`config.mk`:
```
export PLATFORM = sky130hd
export DESIGN_NAME = pe_context_sequencer
export DESIGN_NICKNAME = d
export VERILOG_FILES = /design/src/rtl/pe_context_sequencer.sv
export SDC_FILE = /design/constraint.sdc
export NUM_CORES = 1
export LEC_CHECK = 0
export CELL_PAD_IN_SITES_DETAIL_PLACEMENT = 0
export CELL_PAD_IN_SITES_GLOBAL_PLACEMENT = 1
export CORE_ASPECT_RATIO = 1.4
export CORE_MARGIN = 10
export CORE_UTILIZATION = 41
export CTS_BUF_LIST = sky130_fd_sc_hd__clkbuf_4 sky130_fd_sc_hd__clkbuf_8
export DETAILED_ROUTE_END_ITERATION = 10
export PLACE_DENSITY_LB_ADDON = 0.1
export SYNTH_ARGS = -nofsm -noshare
export SYNTH_HDL_FRONTEND = slang
export SYNTH_SLANG_ARGS = --single-unit
```
`constraint.sdc`:
```
create_clock -name CLK -period 5.3 [get_ports CLK]
set_input_delay 1.59 -clock CLK [delete_from_list [all_inputs] [get_ports CLK]]
set_output_delay 1.59 -clock CLK [all_outputs]
set_load 0.03 [all_outputs]
```
`src/rtl/pe_context_sequencer.sv`:
```
// Context store and in-order replay issue stage for one PE ALU,
// with loop count, stall hold and mode-drop abort.
module pe_context_sequencer #(
    parameter int CTX_DEPTH = 16,
    parameter int CTX_AW    = 4,
    parameter int CFG_W     = 24,
    parameter int IM_W      = 32,
    parameter int LOOP_W    = 16
) (
    input  logic                  CLK,
    input  logic                  RST,
    input  logic                  Mode_in,
    input  logic                  Ctx_wr_en_in,
    input  logic [CTX_AW-1:0]     Ctx_wr_addr_in,
    input  logic [CFG_W+IM_W-1:0] Ctx_wr_data_in,
    input  logic                  Start_in,
    input  logic [CTX_AW-1:0]     Ctx_last_in,
    input  logic [LOOP_W-1:0]     Loop_cnt_in,
    input  logic                  Stall_in,
    output logic                  En_out,
    output logic                  Finish_out,
    output logic [CFG_W-1:0]      CFG_out,
    output logic [IM_W-1:0]       IM_out,
    output logic [CTX_AW-1:0]     Ctx_idx_out,
    output logic                  Busy_out,
    output logic                  Done_out
);

    typedef enum logic {IDLE = 1'b0, RUN = 1'b1} state_t;

    state_t                  state;
    logic [CFG_W+IM_W-1:0]   mem [CTX_DEPTH];
    logic [CFG_W+IM_W-1:0]   rd;
    logic [CTX_AW-1:0]       pc;
    logic [CTX_AW-1:0]       last;
    logic [LOOP_W-1:0]       iter;
    logic [LOOP_W-1:0]       loops;
    logic                    wr_ok;
    logic                    at_last;
    logic                    at_final;

    assign wr_ok    = Ctx_wr_en_in && (state == IDLE);
    assign rd       = mem[pc];
    assign at_last  = (pc == last);
    assign at_final = at_last && (iter == loops);

    always_ff @(posedge CLK or negedge RST) begin
        if (!RST) begin
            for (int i = 0; i < CTX_DEPTH; i++) mem[i] <= '0;
        end else if (wr_ok) begin
            mem[Ctx_wr_addr_in] <= Ctx_wr_data_in;
        end
    end

    always_ff @(posedge CLK or negedge RST) begin
        if (!RST) begin
            state       <= IDLE;
            pc          <= '0;
            last        <= '0;
            iter        <= '0;
            loops       <= '0;
            En_out      <= 1'b0;
            Finish_out  <= 1'b0;
            CFG_out     <= '0;
            IM_out      <= '0;
            Ctx_idx_out <= '0;
            Busy_out    <= 1'b0;
            Done_out    <= 1'b0;
        end else begin
            unique case (state)
                IDLE: begin
                    En_out      <= 1'b0;
                    Finish_out  <= 1'b0;
                    CFG_out     <= '0;
                    IM_out      <= '0;
                    Ctx_idx_out <= '0;
                    Busy_out    <= 1'b0;
                    // Finish_out is only ever set by the final issue
                    Done_out    <= Finish_out;
                    if (Start_in && Mode_in) begin
                        state    <= RUN;
                        Busy_out <= 1'b1;
                        last     <= Ctx_last_in;
                        loops    <= (Loop_cnt_in == '0) ? LOOP_W'(1) : Loop_cnt_in;
                        pc       <= '0;
                        iter     <= LOOP_W'(1);
                    end
                end
                RUN: begin
                    Done_out <= 1'b0;
                    if (!Mode_in) begin
                        state       <= IDLE;
                        En_out      <= 1'b0;
                        Finish_out  <= 1'b0;
                        CFG_out     <= '0;
                        IM_out      <= '0;
                        Ctx_idx_out <= '0;
                        Busy_out    <= 1'b0;
                    end else if (Stall_in) begin
                        En_out     <= 1'b0;
                        Finish_out <= 1'b0;
                    end else begin
                        En_out      <= 1'b1;
                        CFG_out     <= rd[CFG_W+IM_W-1:IM_W];
                        IM_out      <= rd[IM_W-1:0];
                        Ctx_idx_out <= pc;
                        if (at_final) begin
                            Finish_out <= 1'b1;
                            Busy_out   <= 1'b0;
                            state      <= IDLE;
                        end else if (at_last) begin
                            Finish_out <= 1'b0;
                            pc         <= '0;
                            iter       <= iter + LOOP_W'(1);
                        end else begin
                            Finish_out <= 1'b0;
                            pc         <= pc + CTX_AW'(1);
                        end
                    end
                end
            endcase
        end
    end

endmodule

```
# Word-level counts from Yosys, hierarchy flattened
# Cells that the tools add are included.
# word_totals
reg_bits	1001
input_bits	86
# classes
n_mux	45
addsub	2
eq_ne	9
n_lt_le_gt_ge	3
n_bitwise	3
n_reduce_logical	9
# ops
cell	count
$bwmux 896	1
$bmux 56 s4	1
$demux 56 s4	1
$mux 56	3
$mux 16	6
$mux 32	2
$pmux 32 s2	1
$mux 24	2
$pmux 24 s2	1
$pmux 16 s2	1
$mux 4	7
$add 16x1->16 const B	1
$eq 16x16->1	1
$logic_not 16->1	1
$pmux 4 s2	2
$mux 1	12
$ge 5x5->1 const B	2
$not 4->5	2
$pmux 1 s2	5
$ne 2x2->1 const B	3
$lt 5x1->1 const B	1
$reduce_and 5->1	1
$add 4x1->4 const B	1
$eq 4x4->1	1
7 further kinds	12

# Longest topological paths before layout
# depth
ltp_word	7
depth_mapped	10

# Worst setup path before layout
# Ideal clock, no wire load.
# synth_path
kind	input-to-reg
startpoint	input port Ctx_wr_en_in
endpoint	register mem[100] in the netlist's numbering
arrival_time_ns	2.913
slack_ns	2.262
stages	7
required_time_ns	5.175
setup_ns	0.125
path_cell_list	nor2b_1 > nand2_1 > nor2_1 > and3_1 > buf_2 > buf_2 > mux2_2
# synth_via
elab_chain_len	1
# synth_rtl
item	line	source
from (decl)	13	input logic Ctx_wr_en_in,
$logic_and 1x1->1	42	assign wr_ok = Ctx_wr_en_in && (state == IDLE);
to (signal, indexed assignment)	51	mem[Ctx_wr_addr_in] <= Ctx_wr_data_in;
to (decl)	32	logic [CFG_W+IM_W-1:0] mem [CTX_DEPTH];
# No other way between the ends.
# A chain may end at the register's enable or synchronous reset.

# Worst setup path in the final report
# layout_path
startpoint	register IM_out[24]
endpoint	output port IM_out[24]
# layout_rtl
item	line	source
from (decl)	23	output logic [IM_W-1:0] IM_out,
from (signal assigned)	105	IM_out <= rd[IM_W-1:0];
# No word-level cell between the ends.

==> results.yml <==
status:
  status: "complete, no violations"
timing:
  maxSlewHeadroom_pct: 31.1
  finalMaxSlewViolations: 0
  hold_violations: 0
  timing.final.crit_share_pct: 69.5
  fmax_ghz: 0.272
  tightestPinTransition_ns: 1.03
  rsz0062_at_grt: "no"
  setup_viol: 0
  setup-tns-final_ns: 0
  finalCriticalPeriod_ns: 3.68
  skew_ns: 0.0199
place:
  port_buffers: 149
  hpwl_um: 70500
  gp_congestion: 0.734
critical_path:
  cp.required_ns: 3.71
  worst-path-max-fanout: 2
  cp_top_family: "buffers and inverters"
  rr_startpoint: "state"
  max_stage_delay_ns: 0.74
  endpoint_kind: "output port"
  startpoint_type: "flip-flop"
  cp_num_buf_inv: 1
  worstSetupPathType: "reg2out"
  critPathArrivalTime_ns: 2.09
  worstPathCellList: "clkdlybuf4s50_1"
  slowest_stage: "clkdlybuf4s50_1"
  worstSetupStartpoint: "IM_out[24]"
cts:
  cts_root_buf: "clkbuf_8"
  clockBufferDepth: 3
  cts_tree: "yes"
  worstSkewPairLatency_ns: 0.86
  cts_buffers: 162
  h-tree-depth: 4
  path_clk_slew_ns: 0.06
  postCtsSetupBuffers: 0
  ctsResizeCount: 0
  cts.sinks: 1001
  hold_buffers: 0
global_route:
  grt_util_all_layers_pct: 19.7
  grt_start_max_net_pins: 153
  grt_pass1_wl_um: 184000
  grt_pass1_vias: 29100
  antenna_found_initial: 10
  grt_overflow: 0
detailed_routing:
  wire_per_inst_um: 25.8
  drt-total-wl_um: 118000
  num_vias: 25400
  antenna_left: 0
  drc: 0
  dr.pass1.iters: 5
  viasPerCell: 5.54
  drtIter0Drc: 1130
finish:
  drive_gt1_share_pct: 48.7
  syn2layout_area_growth_pct: 15.0
  fill_cells: 9410
  sequential_cell_area_sq_mm: 0.0251
  layout_commonest_cell: "dfrtp_1"
  multiInputGateArea_sq_mm: 0.0184
  layout_common_cells: "dfrtp_1, mux2_2, mux4_2, clkbuf_8, nand2_1"
  nets: 3111
power_and_ir_drop:
  power_mw: 21.7
  power_density_mw_per_mm2: 425
  vdd.ir_drop.worst_mv: 0.202
  p_leak_nw: 22.2
synth:
  yosysWarningCount: 0
  synthArstFlopShare_pct: 100
  ys_seq_area_share_pct: 56.4
  synth_xor_area_share_pct: 0.394
  ys.flop_type: "dfrtp_1"
  yosysUniqueCellTypes: 48
  synthCells: 2878
  synth_edf_count: 0
  ys_ff_latch: 1001
  synth_fa_ha_area_share_pct: 0.0563
  synth_area_sq_mm: 0.0444
  synth.net_count: 2966
  muxShareOfSynthArea_pct: 35.9
  synth_top_family_by_area: "multiplexers"
  synth-compound-area-share_pct: 2.32
  syn_area_per_cell_sq_um: 15.4
  synth-simple-area-share_pct: 2.44
floorplan:
  core_area_sq_mm: 0.107
  io_pins: 150
  start_util_pct: 41.4
  die_area_sq_mm: 0.122
  die-width_um: 298
  row_count: 142
  fp.dieH_um: 410
min_path:
  min_from: "Ctx_idx_out[3]"
  hp-class: "reg2reg"
run:
  maxCapViolations: 0
## per-stage QoR
step / setup WS (ns) / hold WS [ns] / cells / instance area, sq um / util, %
2_1_floorplan: 2.26 / 0.467 / 2878 / 44400 / -
3_3_place_gp: 0.892 / 0.478 / 4299 / 47700 / 44.4
3_5_place_dp: 0.839 / 0.476 / 4299 / 47700 / 44.4
4_1_cts: 1.51 / 0.491 / 4583 / 51100 / 47.6
5_1_grt: 1.52 / 0.508 / 4585 / 51100 / 47.6
6_report: 1.62 / 0.489 / 4586 / 51100 / 47.6
## layout make-up
type | instances | share of cell area, %
Multi-Input combinational cell | 1624 | 36.0
Sequential cell | 1001 | 49.1
Tap cell | 1440 | 3.53
Clock inverter | 33 | 0.492
Inverter | 5 | 0.0563
Clock buffer | 251 | 6.18
Antenna cell | 3 | 0.0147
Timing Repair Buffer | 229 | 4.72
## cell usage after synthesis, types with 2 or more instances
library cell  instances  area, sq um
o2bb2ai_1             2         17.5
buf_2                90          450
nand2_1             170          638
and3_1                7         43.8
clkbuf_1            123          462
nor3_1                7         35.0
mux2_2              896        10100
a21oi_1              85          425
ha_1                  2         25.0
inv_2                 2         7.51
nor2b_1               6         37.5
nand4_1              14         87.6
buf_6                 6         67.6
o21ai_1               2         10.0
o221ai_1              2         17.5
and4_1                2         17.5
a311oi_1              2         17.5
dfrtp_1            1001        25000
buf_4                 6         45.0
nand3_1              11         55.1
o211ai_1              2         15.0
nor2_1               15         56.3
nor4_1                5         31.3
xnor2_1              20          175
mux4_2              241         5430
a211oi_1              2         15.0
or3_1                 3         18.8
inv_1                 2         7.51
a22o_1               20          175
o21ai_0              47          235
a31oi_1               5         31.3
buf_1                23         86.3
mux2i_1              42          420
## layer usage
| layer | up-vias | share of wire, % | GRT usage, % | wire (um) |
|---|---|---|---|---|
| li1 | 10900 | - | - | - |
| met1 | 13800 | 42 | 24.2 | 49400 |
| met2 | 464 | 52 | 34.6 | 61500 |
| met3 | 195 | 3.6 | 3.73 | 4240 |
| met4 | 8 | 2.6 | 6.59 | 3120 |
| met5 | - | 0.040 | 0 | 47 |
## sequential cells by signal (all words and copies together) (netlist names)
signal / count
Busy_out: 1
CFG_out: 24
Ctx_idx_out: 4
Done_out: 1
En_out: 1
Finish_out: 1
IM_out: 32
iter: 16
last: 4
loops: 16
mem: 896
pc: 4
state: 1
## cells by family (layout without fill, tap and decap cells)
kind of cell | count (synthesis) | in the layout
fa+ha+maj | 2 | 2
xor+xnor | 20 | 20
mux | 1179 | 1179
other cells | 0 | 3
buf+inv | 253 | 518
flops | 1001 | 1001
compound gates | 176 | 176
simple gates | 247 | 247
## final timing paths
check	slack [ns]	to	cells past startpoint
min in group asynchronous	0.66	loops[12]	1
max	1.62	IM_out[24]	1
min reg2reg	0.49	Ctx_idx_out[3]	2
max reg2reg	1.76	mem[393]	6
min	0.49	Ctx_idx_out[3]	2
max in group asynchronous	3.25	mem[150]	2
## where the power goes
| group | switching, mW | internal, mW |
|---|---|---|
| sequential | 0.965 | 9.46 |
| clock | 3.11 | 3.88 |
| combinational | 1.62 | 2.69 |
| total | 5.70 | 16.0 |
Power figures use the tool's default switching activity.
